<file path="config.mk">
export PLATFORM = sky130hd
export DESIGN_NAME = main_pop_arb_flat
export DESIGN_NICKNAME = d
export VERILOG_FILES = /design/src/rtl/main_pop_arb_if.sv /design/src/rtl/main_pop_arb.sv /design/src/flat_wrapper.sv
export SDC_FILE = /design/constraint.sdc
export NUM_CORES = 1
export LEC_CHECK = 0
export CELL_PAD_IN_SITES_DETAIL_PLACEMENT = 1
export CELL_PAD_IN_SITES_GLOBAL_PLACEMENT = 1
export CORE_MARGIN = 1.5
export CORE_UTILIZATION = 25
export CTS_CLUSTER_DIAMETER = 30
export DETAILED_ROUTE_END_ITERATION = 7
export DONT_BUFFER_PORTS = 1
export PLACE_DENSITY = 0.51
export SYNTH_ARGS = -nofsm -noshare
export SYNTH_HDL_FRONTEND = slang
export SYNTH_SLANG_ARGS = --single-unit
</file>
<file path="constraint.sdc">
create_clock -name clk -period 2.3 [get_ports clk]
set_input_delay 0.46 -clock clk [delete_from_list [all_inputs] [get_ports clk]]
set_output_delay 0.46 -clock clk [all_outputs]
set_load 0.02 [all_outputs]
</file>
<file path="src/rtl/main_pop_arb_if.sv">
// ----------------------------------------------------------------------------
// main_pop_arb_if
//   Bundles the signals between the main FIFO pop arbiter, the main FIFO,
//   the per-VC almost-full flags and the VC demux.
//
//   Parameters
//     DATA_W  width of the main FIFO word / demux word
//     NUM_VC  number of virtual channels (width of VC_almost_full)
//
//   Signals
//     Main_empty          main FIFO empty flag            (to arbiter)
//     Main_data_out       main FIFO show-ahead head word  (to arbiter)
//     VC_almost_full      per-VC almost-full flags        (to arbiter)
//     Main_rd             pop strobe to main FIFO         (from arbiter)
//     demux_vcid_in       registered word to demux        (from arbiter)
//     demux_vcid_valid_in valid for demux_vcid_in         (from arbiter)
//     pop_state           00 IDLE, 01 RUN, 10 HOLD        (from arbiter)
//     hol_blocked         head-of-line starvation flag    (from arbiter)
//     pop_count           popped-word counter             (from arbiter)
//
//   Modports
//     master  the arbiter side
//     slave   the FIFO / demux / monitor side
// ----------------------------------------------------------------------------
interface main_pop_arb_if #(
  parameter int DATA_W = 6,
  parameter int NUM_VC = 2
);
  logic              Main_empty;
  logic [DATA_W-1:0] Main_data_out;
  logic [NUM_VC-1:0] VC_almost_full;
  logic              Main_rd;
  logic [DATA_W-1:0] demux_vcid_in;
  logic              demux_vcid_valid_in;
  logic [1:0]        pop_state;
  logic              hol_blocked;
  logic [15:0]       pop_count;

  modport master (
    input  Main_empty, Main_data_out, VC_almost_full,
    output Main_rd, demux_vcid_in, demux_vcid_valid_in,
           pop_state, hol_blocked, pop_count
  );

  modport slave (
    output Main_empty, Main_data_out, VC_almost_full,
    input  Main_rd, demux_vcid_in, demux_vcid_valid_in,
           pop_state, hol_blocked, pop_count
  );
endinterface

</file>
<file path="src/rtl/main_pop_arb.sv">
// ----------------------------------------------------------------------------
// main_pop_arb
//   Pops words from a show-ahead main FIFO and forwards them, one cycle
//   later, to the VC demux. A word is popped only when its destination VC
//   (or, in STRICT mode, every VC) has room. Tracks head-of-line blocking
//   and, optionally, the number of popped words.
//
//   Parameters
//     DATA_W     word width
//     NUM_VC     number of virtual channels (2, 4 or 8)
//     VCSEL_LSB  LSB of the VC-select field in the word
//     STRICT     1: stall on any almost-full; 0: stall on destination only
//     HOL_LIMIT  blocked cycles before hol_blocked asserts (1..255)
//
//   Ports
//     clk    clock, all state on rising edge
//     reset  asynchronous active-high reset
//     bus    main_pop_arb_if.master (FIFO flags/data in, pop + demux out)
//
//   Optional feature
//     MAIN_POP_STATS_EN  when defined, pop_count counts pops (wraps at
//                        16 bits); otherwise pop_count is tied to 0.
// ----------------------------------------------------------------------------
module main_pop_arb #(
  parameter int DATA_W    = 6,
  parameter int NUM_VC    = 2,
  parameter int VCSEL_LSB = 4,
  parameter int STRICT    = 0,
  parameter int HOL_LIMIT = 8
) (
  input logic           clk,
  input logic           reset,
  main_pop_arb_if.master bus
);

  localparam int         SEL_W   = $clog2(NUM_VC);
  localparam logic [7:0] HOL_MAX = 8'(HOL_LIMIT);

  typedef enum logic [1:0] {
    IDLE = 2'b00,
    RUN  = 2'b01,
    HOLD = 2'b10
  } state_t;

  logic [SEL_W-1:0] dest;
  logic             dest_af;
  logic             any_af;
  logic             go;
  logic [7:0]       hol_next;

  state_t            state_reg;
  logic [DATA_W-1:0] data_reg;
  logic              valid_reg;
  logic [7:0]        hol_reg;
  logic              hol_blocked_reg;

  assign dest    = bus.Main_data_out[VCSEL_LSB +: SEL_W];
  assign dest_af = bus.VC_almost_full[dest];
  assign any_af  = |bus.VC_almost_full;

  always_comb begin
    go = !bus.Main_empty && ((STRICT != 0) ? !any_af : !dest_af);
  end

  // The FIFO must never see a pop while the block is held in reset.
  assign bus.Main_rd = go && !reset;

  // Blocked means a word is waiting but cannot go; an empty FIFO or a
  // successful pop both restart the starvation count.
  always_comb begin
    hol_next = hol_reg;
    if (go || bus.Main_empty) begin
      hol_next = '0;
    end else if (hol_reg != HOL_MAX) begin
      hol_next = hol_reg + 8'd1;
    end
  end

  always_ff @(posedge clk or posedge reset) begin
    if (reset) begin
      state_reg       <= IDLE;
      data_reg        <= '0;
      valid_reg       <= 1'b0;
      hol_reg         <= '0;
      hol_blocked_reg <= 1'b0;
    end else begin
      data_reg        <= go ? bus.Main_data_out : '0;
      valid_reg       <= go;
      hol_reg         <= hol_next;
      hol_blocked_reg <= (hol_next == HOL_MAX);
      // Empty wins over HOLD when both apply.
      if (bus.Main_empty) begin
        state_reg <= IDLE;
      end else if (go) begin
        state_reg <= RUN;
      end else begin
        state_reg <= HOLD;
      end
    end
  end

  assign bus.demux_vcid_in       = data_reg;
  assign bus.demux_vcid_valid_in = valid_reg;
  assign bus.pop_state           = state_reg;
  assign bus.hol_blocked         = hol_blocked_reg;

`ifdef MAIN_POP_STATS_EN
  logic [15:0] pop_count_reg;

  always_ff @(posedge clk or posedge reset) begin
    if (reset) begin
      pop_count_reg <= '0;
    end else if (go) begin
      pop_count_reg <= pop_count_reg + 16'd1;
    end
  end

  assign bus.pop_count = pop_count_reg;
`else
  assign bus.pop_count = '0;
`endif

endmodule

</file>
<file path="src/flat_wrapper.sv">
// flat-port wrapper written by rule: the top's interface ports become plain ports
module main_pop_arb_flat 
#(
  parameter int DATA_W    = 6,
  parameter int NUM_VC    = 2,
  parameter int VCSEL_LSB = 4,
  parameter int STRICT    = 0,
  parameter int HOL_LIMIT = 8
)
  (clk, reset, bus_Main_empty, bus_Main_data_out, bus_VC_almost_full, bus_Main_rd, bus_demux_vcid_in, bus_demux_vcid_valid_in, bus_pop_state, bus_hol_blocked, bus_pop_count);
  main_pop_arb_if #(.DATA_W(DATA_W), .NUM_VC(NUM_VC)) bus_i ();
  input logic clk;
  input logic reset;
  input wire logic [$bits(bus_i.Main_empty)-1:0] bus_Main_empty;
  input wire logic [$bits(bus_i.Main_data_out)-1:0] bus_Main_data_out;
  input wire logic [$bits(bus_i.VC_almost_full)-1:0] bus_VC_almost_full;
  output wire logic [$bits(bus_i.Main_rd)-1:0] bus_Main_rd;
  output wire logic [$bits(bus_i.demux_vcid_in)-1:0] bus_demux_vcid_in;
  output wire logic [$bits(bus_i.demux_vcid_valid_in)-1:0] bus_demux_vcid_valid_in;
  output wire logic [$bits(bus_i.pop_state)-1:0] bus_pop_state;
  output wire logic [$bits(bus_i.hol_blocked)-1:0] bus_hol_blocked;
  output wire logic [$bits(bus_i.pop_count)-1:0] bus_pop_count;
  assign bus_i.Main_empty = bus_Main_empty;
  assign bus_i.Main_data_out = bus_Main_data_out;
  assign bus_i.VC_almost_full = bus_VC_almost_full;
  assign bus_Main_rd = bus_i.Main_rd;
  assign bus_demux_vcid_in = bus_i.demux_vcid_in;
  assign bus_demux_vcid_valid_in = bus_i.demux_vcid_valid_in;
  assign bus_pop_state = bus_i.pop_state;
  assign bus_hol_blocked = bus_i.hol_blocked;
  assign bus_pop_count = bus_i.pop_count;
  main_pop_arb #(.DATA_W(DATA_W), .NUM_VC(NUM_VC), .VCSEL_LSB(VCSEL_LSB), .STRICT(STRICT), .HOL_LIMIT(HOL_LIMIT)) u_core (.clk(clk), .reset(reset), .bus(bus_i));
endmodule
</file>
==> results of run 1 <==
kinds of logic (layout without fill, tap and decap cells):
kind of cell	count (synthesis)	after routing
AND/OR/NAND/NOR	38	38
buffers and inverters	22	10
flip-flops	18	18
AO/OA/AOI/OAI	7	7
XOR/XNOR	7	7
adder cells (fa/ha/maj)	2	2
other	1	16
multiplexers	1	1
per-layer routing:
layer / up-vias / GRT usage / part of all wire
met5: - / 0 / 0
met4: 0 / 0.0339 / 0.012
met3: 2 / 0.0360 / 0.068
met2: 21 / 0.156 / 0.52
met1: 295 / 0.111 / 0.40
li1: 286 / - / -
layout by cell type (no fill, tap or decap), types with 2 or more instances in the layout:
master / instances
xor2_1: 4
xnor2_1: 3
dfrtp_1: 18
clkbuf_8: 4
ha_1: 2
and2_1: 6
conb_1: 16
nor2b_1: 2
nand3_1: 3
nand2_1: 6
or2_1: 2
inv_1: 5
nor2_1: 9
Yosys cell counts:
library cell,instances,area share
dfrtp_1,18,0.46
buf_4,16,0.12
nor2_1,9,0.034
and2_1,6,0.038
nand2_1,6,0.023
inv_1,5,0.019
xor2_1,4,0.036
nand3_1,3,0.015
xnor2_1,3,0.027
ha_1,2,0.026
nor2b_1,2,0.013
or2_1,2,0.013
a2111oi_2,1,0.015
a211oi_2,1,0.013
a21oi_1,1,0.0051
a311oi_1,1,0.0089
clkbuf_1,1,0.0038
conb_1,1,0.0038
mux2i_1,1,0.010
nand2b_1,1,0.0064
nand3_2,1,0.010
nand4_1,1,0.0064
nand4b_1,1,0.0089
nor3_1,1,0.0051
nor3b_1,1,0.0077
nor4_4,1,0.022
o21ai_0,1,0.0051
o21ba_2,1,0.010
o22ai_1,1,0.0064
or2_4,1,0.0089
or3_1,1,0.0064
or4b_1,1,0.010
per-stage QoR:
step | util | instance area [sq um] | setup slack [ns]
floorplan | - | 1040 | 0.664
global placement | 0.264 | 980 | 0.537
detailed placement | 0.264 | 980 | 0.495
CTS | 0.278 | 1030 | 0.503
global route | 0.278 | 1030 | 0.409
finish | 0.278 | 1030 | 0.530
area by class of cell:
type                       count  area, sq um  share of cell area
tap                           48         60.1              0.0580
timing repair buffer           1         7.51             0.00726
inverter                       5         18.8              0.0181
clock buffer                   4         55.1              0.0532
sequential                    18          450               0.435
multi-input combinational     71          443               0.428
power breakdown:
group / leakage (nW) / switching (W) / internal [W] / total, W
clock network: 0.0288 / 0.000104 / 0.000152 / 0.000256
registers: 0.244 / 0.0000163 / 0.000326 / 0.000343
logic: 0.197 / 0.0000449 / 0.0000119 / 0.0000567
total: 0.470 / 0.000165 / 0.000490 / 0.000655
worst max-delay path by stage:
| stage | to | slack (ns) |
|---|---|---|
| floorplan | bus_Main_rd | 0.66 |
| global placement | bus_Main_rd | 0.54 |
| detailed placement | bus_Main_rd | 0.50 |
| CTS | bus_Main_rd | 0.50 |
| global route | u_core.hol_reg[6]$_DFF_PP0_ | 0.41 |
| finish | bus_Main_rd | 0.53 |
==> impl_metrics.toml, run 1 <==
[global_route]
grt_pass1_vias = 698
grt_max_degree = 19
grt_antenna_before_repair = 0
grt_pass1_wl_mm = 3.10
grt_usage = 0.0942
overflow = 0

[critical_path]
cp_data_arrival_time_ns = 1.31
r2r_start = "u_core.hol_reg[0]$_DFF_PP0_"
path_cells = "mux2i_1 > nor2b_1 > and2_1"
crit_path_end_kind = "primary output"
critical_path_depth = 3
crit_start = "bus_Main_data_out[4]"
critical_path.top_delay_family = "simple AND/OR/NAND/NOR gates"
regToRegSetupSlack_ns = 0.55
crit_slowest_cell = "nor2b_1"
cp-start-kind = "input port"
worst_ep_required_time_ns = 1.84
crit_type = "input port to primary output"
r2r-end = "u_core.hol_reg[2]$_DFF_PP0_"
reg2reg_depth = 6
cp_max_fo = 7
critPathBufInv = 0
max_stage_delay_ns = 0.34

[synth]
synth_seq_cells = 18
avgSynthCellArea_sq_um = 10.2
seq_area_frac_synth = 0.460
synth_fa_ha_area_frac = 0.0255
postSynthCellCount = 96
syn_area_sq_um = 980
synth_xor_xnor_area_share = 0.0626
synth_compound_area_frac = 0.0639
ys_types = 32
yosys_warnings = 0
synth_top_family_by_area = "simple AND/OR/NAND/NOR gates"
yosys.area_share.simple = 0.229
yosys-mux-area-fraction = 0.0102

[pwr]
power_density_nw_per_um2 = 633
total_power_w = 0.000655
max-vdd-ir-drop_mv = 0.291
p_leak_nw = 0.470

[clock_tree]
cts_setup_buffers = 0
postCtsHoldBufs = 0
cts-root-buf = "clkbuf_8"
clk_pin_slew_worst_paths_ns = 0.07
cts_buffers = 3
clock-sinks = 18
clock_path_buffers = 2
postCtsResizedCells = 0
cts.htree.levels = 1
cts_tree = "yes"
clk_latency_ns = 0.25

[sta]
finalCriticalPeriod_ns = 1.77
finalCritPeriodShare = 0.770
fin_tns_setup_ns = 0
finalMaxSlewViolations = 0
skew_ns = 0.000540
setup_viol = 0
hold_ws_ns = 0.130
rsz0062_at_grt = "no"
finalHoldViolations = 0
max_freq_mhz = 565

[cells_and_area]
largest_reg_flops = 8
antenna_cells = 0
fin_nets = 113
area_growth_pct = 5.62
drive_gt1_frac = 0.111
layout.cells.non_filler = 147
fillers = 435

[drt]
wirelength_mm = 1.78
drt-pass1-iter-count = 4
ant_nets = 0
via_count = 604
drc = 0
post_drt_wl_per_cell_um = 12.1
vias_per_cell = 4.11
drt-initial-drc-count = 4

[placed_design]
placed_cells = 143
dp_hpwl_mm = 1.39
routabilityCongestion = 0.819
portBuffers = 0

[floorplanning]
io_pins = 38
die_h_um = 65.6
rows = 22
fp.coreArea_sq_um = 3720
die_w_um = 65.6
die-area_sq_um = 4300
start_util = 0.264

[hold_path]
hold_class = "input port to async pin"

[flow_run]
maxCapViolCount = 0

[outcome]
status = "finished, final reports clean"
Note: power is estimated with default switching activity, not from simulation.
==> run 2, diff against run 1 <==
PLACE_DENSITY = 0.53   (was 0.51)
clock period = 1.45 ns   (was 2.3 ns; I/O delays follow)
==> run 2 against run 1 <==
Net effect:
- the run now ends with negative hold slack, negative setup slack left
- via count increased by 17%
- highest routed layer unchanged
- critical path depth increased by 3
- hold slack got worse by 0.14 ns
- combinational power increased by 120%
- die area unchanged
- count of clock-buffer cells in the layout unchanged
- sequential power increased by 59%
- register-to-register slack got worse by 0.75 ns
- first-iteration DRC count increased by 50%
==> impl_metrics.toml, run 2 (synthesis gave the netlist of run 1 again) <==
[critical_path]
critical_path_depth = 6
crit_type = "flop to flop"
path_cells = "or2_4 > buf_6 > nor4_4 > buf_4 > a211oi_2 > a2111oi_2"
critPathBufInv = 2
max_stage_delay_ns = 0.39
crit_slowest_cell = "dfrtp_1"
reg2reg_depth = 6
cp_max_fo = 3
worst_ep_required_time_ns = 1.59
critical_path.top_delay_family = "simple AND/OR/NAND/NOR gates"
crit_path_end_kind = "flop"
cp_data_arrival_time_ns = 1.79
r2r-end = "u_core.bus.hol_blocked$_DFF_PP0_"
crit_start = "u_core.hol_reg[4]$_DFF_PP0_"
r2r_start = "u_core.hol_reg[4]$_DFF_PP0_"
cp-start-kind = "flop"
critPathCapture = "u_core.bus.hol_blocked$_DFF_PP0_"
regToRegSetupSlack_ns = -0.20

[pwr]
total_power_w = 0.00108
p_leak_nw = 0.585
power_density_nw_per_um2 = 865
max-vdd-ir-drop_mv = 0.610

[clock_tree]
cts_buffers = 3
cts_tree = "yes"
clock-sinks = 18
cts.htree.levels = 1
cts-root-buf = "clkbuf_8"
clock_path_buffers = 2
clk_pin_slew_worst_paths_ns = 0.07
clk_latency_ns = 0.25

[global_route]
grt_usage = 0.105
overflow = 0
grt_antenna_before_repair = 0
grt_max_degree = 19
grt_pass1_vias = 750
grt_pass1_wl_mm = 3.47

[drt]
post_drt_wl_per_cell_um = 12.6
via_count = 706
drt-pass1-iter-count = 2
drc = 0
vias_per_cell = 4.18
wirelength_mm = 2.13
ant_nets = 0
drt-initial-drc-count = 6

[sta]
finalHoldViolations = 18
hold_ws_ns = -0.0113
finalMaxSlewViolations = 0
fin_ws_ns = -0.199
finalCriticalPeriod_ns = 1.65
setup_viol = 8
max_freq_mhz = 606
rsz0062_at_grt = "yes"
fin_tns_setup_ns = -0.769
skew_ns = 0.00162
finalCritPeriodShare = 1.14

[floorplanning]
fp.coreArea_sq_um = 3720
die_h_um = 65.6
io_pins = 38
start_util = 0.264
die_w_um = 65.6
rows = 22
die-area_sq_um = 4300

[flow_run]
maxCapViolCount = 0

[cells_and_area]
final_common_cell = "buf_4"
fin_nets = 135
utilization = 0.336
area_growth_pct = 27.5
largest_reg_flops = 8
antenna_cells = 0
final_cell_mix = "22 x buf_4, 17 x dfrtp_1, 16 x conb_1"
drive_gt1_frac = 0.372

[placed_design]
portBuffers = 0
routabilityCongestion = 0.796
dp_hpwl_mm = 1.52

[hold_path]
hold_class = "input port to async pin"

[outcome]
status = "complete, but fails checks"
violations = "negative hold slack, negative setup slack"
==> run 2: changes by cell type in the layout (fill, tap and decap cells not counted), moves of 2 or more <==
cell / delta
nor2_2: +4
nand2_1: -3
inv_1: -2
nor2_1: -4
buf_4: +21
inv_2: +2
nand2_4: +2
==> run 2: timing repair <==
action / in CTS / in global routing
buffers inserted: 6 / 1
resized for setup: 6 / 2
hold buffers: 0 / 0
setup endpoints to repair: 7 / 8
endpoints found under the hold margin: 0 / 0
pin swaps: 11 / 4
==> run 2: area by class of cell <==
cell class	instances	area (sq um)
clock buffers	4	55.1
inverters	5	18.8
flip-flops and latches	18	452
repair buffers	23	176
multi-input cells	71	487
fillers	441	2470
well taps	48	60.1
==> run 2: where the power goes <==
part	internal [W]	switching (W)
registers	0.000518	0.0000267
clock network	0.000241	0.000169
logic	0.0000420	0.0000823
total	0.000802	0.000278
==> run 2: how the worst min path moves through the flow <==
| stage | startpoint | end | slack, ns | cells after the start |
|---|---|---|---|---|
| after floorplan | reset | u_core.bus.demux_vcid_in[0]$_DFF_PP0_ | 0.23 | 1 |
| after global placement | reset | u_core.bus.pop_state[0]$_DFF_PP0_ | 0.27 | 2 |
| after detailed placement | reset | u_core.bus.pop_state[0]$_DFF_PP0_ | 0.29 | 2 |
| after CTS | reset | u_core.bus.demux_vcid_in[4]$_DFF_PP0_ | 0.01 | 2 |
| after global routing | reset | u_core.bus.pop_state[1]$_DFF_PP0_ | 0.02 | 2 |
| final | reset | u_core.bus.demux_vcid_valid_in$_DFF_PP0_ | -0.01 | 2 |
==> run 2: per-layer routing <==
metal	part of all wire	wire [um]	track usage
met3	0.051	108	0.0325
met5	0	0	0
met4	0.0080	17	0.0313
met1	0.43	907	0.134
met2	0.52	1100	0.170
==> run 2: stage by stage <==
step | hold WS, ns | cell area (sq um) | setup slack (ns) | instances
2_1_floorplan | 0.234 | 1060 | -0.0893 | 111
3_3_place_gp | 0.266 | 1120 | -0.159 | 158
3_5_place_dp | 0.286 | 1120 | -0.200 | 158
4_1_cts | 0.0111 | 1240 | -0.201 | 168
5_1_grt | 0.0215 | 1250 | -0.275 | 169
6_report | -0.0113 | 1250 | -0.199 | 169
==> run 3, diff against run 2 <==
TNS_END_PERCENT = 30   (was not set)
==> run 3 against run 2 <==
Net effect:
- total power up 1.3%
- die area unchanged
- largest cell class unchanged
- flip-flop and latch count unchanged
- count of clock-buffer cells in the layout unchanged
- cell count unchanged
- the flow finishes with violations (negative setup slack)
- hold slack better by 0.097 ns
- non-clock buffer count unchanged
- fmax up 0.65%
- clock skew up 0.0011 ns
- worst setup slack better by 0.011 ns
- final area down 0.10%
==> impl_metrics.toml, run 3 (synthesis gave the netlist of run 1 again) <==
[pwr]
p_leak_nw = 0.590
power_density_nw_per_um2 = 877
total_power_w = 0.00109
max-vdd-ir-drop_mv = 0.481

[critical_path]
crit_slowest_cell = "dfrtp_1"
critical_path.top_delay_family = "simple AND/OR/NAND/NOR gates"
cp_data_arrival_time_ns = 1.79
crit_path_end_kind = "flop"
crit_start = "u_core.hol_reg[1]$_DFF_PP0_"
critPathBufInv = 1
cp-start-kind = "flop"
max_stage_delay_ns = 0.43
worst_ep_required_time_ns = 1.60
cp_max_fo = 3
regToRegSetupSlack_ns = -0.19
crit_type = "flop to flop"
r2r_start = "u_core.hol_reg[1]$_DFF_PP0_"
path_cells = "inv_2 > ha_4 > nand2_4 > nor4_4 > nand3_2 > a2111oi_2"

[drt]
drt-initial-drc-count = 11
vias_per_cell = 4.11
post_drt_wl_per_cell_um = 12.7
drc = 0
ant_nets = 0
wirelength_mm = 2.14
drt-pass1-iter-count = 4
via_count = 694

[global_route]
grt_usage = 0.112
grt_max_degree = 19
grt_pass1_vias = 790
grt_antenna_before_repair = 0
grt_pass1_wl_mm = 3.62
overflow = 0

[hold_path]
hp-start = "bus_Main_empty"
hold_class = "input port to flop"

[placed_design]
portBuffers = 0
post-place-ws_ns = -0.199
dpl-instance-area_sq_um = 1110
routabilityCongestion = 0.798
dp_hpwl_mm = 1.60

[sta]
max_freq_mhz = 610
finalMaxSlewViolations = 0
finalCritPeriodShare = 1.13
rsz0062_at_grt = "yes"
finalHoldViolations = 0
hold_ws_ns = 0.0862
fin_ws_ns = -0.189
setup_viol = 7
finalCriticalPeriod_ns = 1.64
skew_ns = 0.00271

[clock_tree]
cts_tree = "yes"
clk_latency_ns = 0.26
clk_pin_slew_worst_paths_ns = 0.07
cts-root-buf = "clkbuf_8"
cts.htree.levels = 1
clock_path_buffers = 2
cts_buffers = 3
clock-sinks = 18

[cells_and_area]
area_growth_pct = 27.3
fin_nets = 135
final_common_cell = "buf_4"
finish.instance_area_sq_um = 1250
largest_reg_flops = 8
drive_gt1_frac = 0.331
final_cell_mix = "20 x buf_4, 18 x dfrtp_1, 16 x conb_1"
antenna_cells = 0

[floorplanning]
die-area_sq_um = 4300
start_util = 0.264
die_w_um = 65.6
fp.coreArea_sq_um = 3720
rows = 22
die_h_um = 65.6
io_pins = 38

[outcome]
status = "complete, but fails checks"
violations = "negative setup slack"

[flow_run]
maxCapViolCount = 0
[run 3: changes by cell type in the layout (fill, tap and decap cells not counted), sizes merged]
cell,change
buf,-1
dlygate4sd3,+1
[run 3: routing by layer]
metal  track usage  vias up  share of wire
li1              -      331              -
met1         0.131      336           0.43
met2         0.202       24           0.50
met3        0.0257        3          0.048
met4        0.0391        0          0.014
met5             0        -              0
[run 3: layout make-up]
cell class	instances	area [sq um]
clock buffer	4	55.1
timing repair buffer	23	183
multi-input combinational	71	480
sequential	18	450
inverter	5	18.8
fill	431	2470
tap	48	60.1
[run 3: where the power goes]
group          internal, W  switching [W]
sequential        0.000518      0.0000258
clock             0.000242       0.000181
combinational    0.0000449      0.0000837
total             0.000804       0.000290
[run 3: timing repair]
item                       CTS  global route
setup endpoints to repair    7             8
setup buffers                5             2
hold endpoints to repair    18             0
pin swaps                    6             6
gates resized for setup      1             4
hold buffers                 1             0
[run 3: worst paths after layout]
check | endpoint | cells past startpoint
min in group asynchronous | u_core.bus.pop_state[0]$_DFF_PP0_ | 3
max | u_core.bus.hol_blocked$_DFF_PP0_ | 6
max reg2reg | u_core.bus.hol_blocked$_DFF_PP0_ | 6
min reg2reg | u_core.hol_reg[5]$_DFF_PP0_ | 3
min | u_core.bus.pop_state[0]$_DFF_PP0_ | 1
max in group asynchronous | u_core.hol_reg[7]$_DFF_PP0_ | 3
[run 3: through the flow]
step                utilization  cells  setup TNS (ns)
detailed placement        0.299    157          -0.819
finish                    0.336    169          -0.820
global placement          0.299    157          -0.589
floorplan                     -    111          -0.183
global route              0.336    169           -1.15
CTS                       0.328    167          -0.813
